<file path="config.mk">
export PLATFORM = sky130hd
export DESIGN_NAME = bist_resp_analyzer
export DESIGN_NICKNAME = d
export VERILOG_FILES = /design/src/rtl/bist_resp_analyzer.sv
export SDC_FILE = /design/constraint.sdc
export NUM_CORES = 1
export LEC_CHECK = 0
export BUFFER_PORTS_ARGS = -buffer_cell sky130_fd_sc_hd__clkbuf_2
export CAP_MARGIN = 20
export CORE_AREA = 2 2 59 72
export DETAILED_ROUTE_END_ITERATION = 10
export DIE_AREA = 0 0 61 74
export PLACE_DENSITY = 0.74
export RECOVER_POWER = 50
export REMOVE_ABC_BUFFERS = 1
export SLEW_MARGIN = 20
export SYNTH_ARGS = -nofsm -noshare
export SYNTH_HDL_FRONTEND = slang
export SYNTH_SLANG_ARGS = --single-unit
</file>
<file path="constraint.sdc">
create_clock -name clk -period 2.1 [get_ports clk]
set_clock_uncertainty 0.05 [all_clocks]
set_input_delay 0.105 -clock clk [delete_from_list [all_inputs] [get_ports clk]]
set_output_delay 0.105 -clock clk [all_outputs]
set_load 0.03 [all_outputs]
</file>
<file path="src/rtl/bist_resp_analyzer.sv">
// BIST response analyzer: compacts DUT output into a MISR and grades signature/pattern count.
// Latency: MISR and count update on the capture edge; result_valid rises one edge after the done edge.
// No backpressure: control inputs are sampled every cycle, illegal sequences set the sticky proto_err.
module bist_resp_analyzer #(
    parameter int               WIDTH      = 16,
    parameter logic [WIDTH-1:0] POLY       = 16'h100B,
    parameter logic [WIDTH-1:0] MISR_SEED  = 16'h0000,
    parameter logic [WIDTH-1:0] GOLDEN_SIG = 16'h0000,
    parameter int               N_PATTERNS = 256,
    parameter int               CNT_W      = 9
) (
    input  logic             clk,
    input  logic             rst,
    input  logic             mode,
    input  logic             load,
    input  logic             capture,
    input  logic             done,
    input  logic [WIDTH-1:0] dut_out,
    output logic [WIDTH-1:0] signature,
    output logic [CNT_W-1:0] pattern_cnt,
    output logic             busy,
    output logic             result_valid,
    output logic             pass,
    output logic             fail,
    output logic             proto_err
);

    typedef enum logic [2:0] {
        S_IDLE,
        S_ARMED,
        S_COMPACT,
        S_CHECK,
        S_REPORT
    } state_t;

    localparam logic [CNT_W-1:0] N_PAT_C = CNT_W'(N_PATTERNS);

    state_t           state_q, state_d;
    logic [WIDTH-1:0] sig_q, sig_d;
    logic [CNT_W-1:0] cnt_q, cnt_d;
    logic             busy_q, busy_d;
    logic             rv_q, rv_d;
    logic             pass_q, pass_d;
    logic             fail_q, fail_d;
    logic             perr_q, perr_d;

    logic [WIDTH-1:0] misr_next;
    logic [CNT_W-1:0] cnt_inc;
    logic             grade_ok;

    assign misr_next = {sig_q[WIDTH-2:0], 1'b0} ^ (sig_q[WIDTH-1] ? POLY : '0) ^ dut_out;
    assign cnt_inc   = (cnt_q == '1) ? cnt_q : cnt_q + 1'b1;
    // A saturated counter can never equal N_PATTERNS, so saturation grades as fail.
    assign grade_ok  = (sig_q == GOLDEN_SIG) && (cnt_q == N_PAT_C);

    always_comb begin
        state_d = state_q;
        sig_d   = sig_q;
        cnt_d   = cnt_q;
        rv_d    = rv_q;
        pass_d  = pass_q;
        fail_d  = fail_q;
        perr_d  = perr_q;

        if (load && mode) begin
            state_d = S_ARMED;
            sig_d   = MISR_SEED;
            cnt_d   = '0;
            rv_d    = 1'b0;
            pass_d  = 1'b0;
            fail_d  = 1'b0;
            perr_d  = 1'b0;
        end else begin
            if (capture && !mode) begin
                perr_d = 1'b1;
            end
            unique case (state_q)
                S_IDLE: begin
                    if (capture || done) begin
                        perr_d = 1'b1;
                    end
                end
                S_ARMED, S_COMPACT: begin
                    if (!mode) begin
                        state_d = S_IDLE;
                    end else begin
                        if (capture) begin
                            sig_d   = misr_next;
                            cnt_d   = cnt_inc;
                            state_d = S_COMPACT;
                        end
                        if (done) begin
                            state_d = S_CHECK;
                        end
                    end
                end
                S_CHECK: begin
                    if (!mode) begin
                        state_d = S_IDLE;
                    end else begin
                        pass_d  = grade_ok;
                        fail_d  = !grade_ok;
                        rv_d    = 1'b1;
                        state_d = S_REPORT;
                    end
                end
                S_REPORT: begin
                    if (capture) begin
                        perr_d = 1'b1;
                    end
                end
                default: state_d = S_IDLE;
            endcase
        end

        busy_d = (state_d == S_ARMED) || (state_d == S_COMPACT) || (state_d == S_CHECK);
    end

    always_ff @(posedge clk or negedge rst) begin
        if (!rst) begin
            state_q <= S_IDLE;
            sig_q   <= '0;
            cnt_q   <= '0;
            busy_q  <= 1'b0;
            rv_q    <= 1'b0;
            pass_q  <= 1'b0;
            fail_q  <= 1'b0;
            perr_q  <= 1'b0;
        end else begin
            state_q <= state_d;
            sig_q   <= sig_d;
            cnt_q   <= cnt_d;
            busy_q  <= busy_d;
            rv_q    <= rv_d;
            pass_q  <= pass_d;
            fail_q  <= fail_d;
            perr_q  <= perr_d;
        end
    end

    assign signature    = sig_q;
    assign pattern_cnt  = cnt_q;
    assign busy         = busy_q;
    assign result_valid = rv_q;
    assign pass         = pass_q;
    assign fail         = fail_q;
    assign proto_err    = perr_q;

endmodule
</file>
==> impl_metrics.py <==
metrics = {
    "run_status": {
        "run_status": "finished clean",
    },
    "setup_path": {
        "crit_required_ns": 2.26,
        "ff2ff_setup_slack_ns": 0.09,
        "critPathLaunchType": "flop",
        "criticalPathCategory": "reg2reg",
        "crit_end": "pattern_cnt[7]",
        "critical_path.max_fanout": 7,
        "worst_r2r_start": "pattern_cnt[5]",
        "worst_setup_path_startpoint": "pattern_cnt[5]",
        "worst-r2r-cell-count": 8,
        "cp_data_arrival_time_ns": 2.17,
        "worst_r2r_endpoint": "pattern_cnt[7]",
        "worst_setup_ep_type": "flop",
    },
    "clock_network": {
        "path_clk_slew_ns": 0.07,
        "cts.root.buffer_cell": "sky130_fd_sc_hd__clkbuf_8",
        "cts_inserted_buffers": 5,
        "ctsLongestPathBuffers": 2,
        "cts_sinks": 33,
        "cts.htree.levels": 2,
        "cts_tree": "done",
        "cts_setup_buffers": 0,
        "latest_clock_arrival_within_the_worst_skew_pair_ns": 0.28,
    },
    "power_and_ir_drop": {
        "peakVddDrop_uv": 439,
        "lkg_pwr_nw": 1.02,
        "seq_power_share_pct": 47.9,
        "part_of_the_total_power_dissipated_in_combinational_logic_pct": 22.0,
        "internal-power_mw": 1.03,
        "p_total_mw": 1.51,
        "switching_share_pct": 32.0,
        "pwr_density_cell_nw_per_um2": 711,
        "clkPwrFrac_pct": 30.1,
        "power_switching_mw": 0.484,
    },
    "placement": {
        "placement.cell_area_um2": 2060,
        "placement.io_buffers": 51,
        "detailed_placer_s_ending_hpwl_mm": 2.74,
        "place_ws_ns": 0.0609,
        "gpl.final_weighted_congestion": 0.761,
    },
    "synth": {
        "ys_types": 37,
        "synth_area_per_cell_um2": 11.1,
        "yosys_reg_bits": 33,
        "ys_warn_count": 0,
        "post_synth_inst_count": 154,
        "ys_seq_area_share_pct": 48.3,
        "synth_area_um2": 1710,
    },
    "hold_path": {
        "holdCritStartpoint": "load",
        "min_path_type": "in2reg",
    },
    "final_layout": {
        "post_route_cells_drive_above_1_share_pct": 23.5,
        "antenna_cells_inserted": 0,
        "final_nets": 241,
        "flow.area_growth_from_synthesis_pct": 24.7,
        "final_cell_mix": "sky130_fd_sc_hd__dfrtp_1 (33), sky130_fd_sc_hd__clkbuf_1 (30), sky130_fd_sc_hd__clkbuf_2 (22), sky130_fd_sc_hd__xor2_1 (17), sky130_fd_sc_hd__a22o_1 (16)",
        "n_fill_cell": 365,
        "finalInstanceArea_um2": 2130,
        "layout.cells.most_common": "sky130_fd_sc_hd__dfrtp_1",
    },
    "job": {
        "drv.max_cap_violation_count": 0,
    },
    "sta": {
        "rsz_0062_raised_after_global_routing": "true",
        "final_critical_path_setup_slack_ns": 0.0883,
        "tcrit_tclk_final_pct": 95.8,
        "timing.max_slew.rel_slack_pct": 47.4,
        "maxClockFrequency_ghz": 0.497,
        "hold_ws_ns": 0.0899,
        "setup-violations-final": 0,
        "finalHoldViolCount": 0,
        "period_needed_ns": 2.01,
        "worst_pin_slew_ns": 0.789,
        "slew_limit_fails": 0,
    },
    "routing": {
        "post_drt_wl_per_cell_um": 13.5,
        "detail_route.vias_per_cell": 5.13,
        "ant_nets": 0,
        "drt_first_pass_iters": 4,
        "drc": 0,
        "num_vias": 1389,
        "detail_route.wirelength_mm": 3.66,
        "detailedRoute.firstIterationViolations": 46,
    },
    "floorplan": {
        "pin_count": 52,
        "initial_core_utilization_pct": 44.4,
        "die_x_um": 61,
        "placementRows": 25,
        "coreArea_um2": 3850,
        "die_area_um2": 4510,
        "fp.dieH_um": 74,
    },
    "global_routing": {
        "grtUsageTotal_pct": 17.6,
        "grt_start_max_net_pins": 34,
        "global_route_wire_length_before_repair_mm": 5.91,
        "overflow": 0,
        "grt_pass1_vias": 1334,
        "initial_antenna_violation_count": 0,
    },
}
sequential cells by signal (all words and copies together), names as in the netlist:
register	count
signature	16
fail	1
busy	1
pattern_cnt	9
result_valid	1
proto_err	1
state_q	3
pass	1
layer usage:
layer | vias to the layer above | GRT usage [%] | share of wire (%)
li1 | 676 | - | -
met1 | 660 | 21.8 | 45
met2 | 48 | 30.0 | 48
met3 | 5 | 4.87 | 5.7
met4 | 0 | 5.07 | 1.2
met5 | - | 0 | 0
worst min-delay path by stage:
stage / endpoint / cells past startpoint
CTS: state_q[1] / 2
global placement: pattern_cnt[0] / 1
floorplan: busy / 0
detailed placement: pattern_cnt[0] / 1
finish: state_q[1] / 2
global route: fail / 2
final cells by class:
class,instances,area [um^2],share of cell area (%)
multi-input cells,111,843,39.6
flip-flops and latches,33,826,38.8
repair buffers,61,297,13.9
clock buffers,6,72.6,3.41
well taps,54,67.6,3.17
inverters,4,15.0,0.705
clock inverters,2,10.0,0.470
cell families after synthesis:
logic type,count (synthesis),share of synthesized area [%]
buffers and inverters,10,2.93
AOI/OAI and AO/OA,33,14.5
adders and majority gates,3,2.20
xor gates and xnor gates,25,13.9
and+or+nand+nor,50,18.2
DFF,33,48.3
synth_stat cells (all sizes together):
cell	number	area, um^2
or3	1	6.26
a22o	16	140
a21oi	9	45.0
xnor2	7	61.3
o21a	1	15.0
inv	4	15.0
o21ai	3	15.0
or2	1	6.26
and4	1	8.76
nor2b	2	12.5
xor2	18	176
nor3	3	26.3
buf	3	23.8
nand3	4	20.0
ha	3	37.5
and3	1	6.26
a31o	1	8.76
nor2	10	37.5
or4	1	7.51
clkbuf	3	11.3
nand4	4	25.0
nand2	9	41.3
nand3b	1	20.0
o31ai	2	15.0
nor3b	2	15.0
and3b	1	10.0
nor4	4	25.0
a211o	1	8.76
and2	2	12.5
dfrtp	33	826
and4bb	1	12.5
nor4b	2	17.5
worst max-delay path: stages, from the launching register on:
cell,delay [ns]
sky130_fd_sc_hd__dfrtp_1,0.38
sky130_fd_sc_hd__and4_1,0.22
sky130_fd_sc_hd__nand2_2,0.09
sky130_fd_sc_hd__nor2_2,0.04
sky130_fd_sc_hd__ha_2,0.15
sky130_fd_sc_hd__and4bb_2,0.33
sky130_fd_sc_hd__nand2_4,0.09
sky130_fd_sc_hd__or4_1,0.48
sky130_fd_sc_hd__a21oi_1,0.13
metrics by stage:
step | utilization [%] | std cells | TNS (ns)
floorplan | - | 148 | -0.309
global placement | 53.7 | 262 | 0
detailed placement | 53.7 | 262 | 0
CTS | 56.1 | 271 | 0
global route | 55.4 | 271 | -0.00827
finish | 55.4 | 271 | 0
timing repair:
action	in CTS	in global routing
hold buffers	1	0
hold endpoints to repair	33	0
setup endpoints to repair	0	2
gates resized for setup	0	5
power groups by stage:
stage	logic, mW	registers (mW)	clock network [mW]
after floorplan	0.141	0.811	0
after global placement	0.339	0.737	0
after detailed placement	0.344	0.738	0
after CTS	0.346	0.727	0.464
after global routing	0.366	0.733	0.488
final	0.333	0.725	0.456
Note: power is estimated with default switching activity, not from simulation.
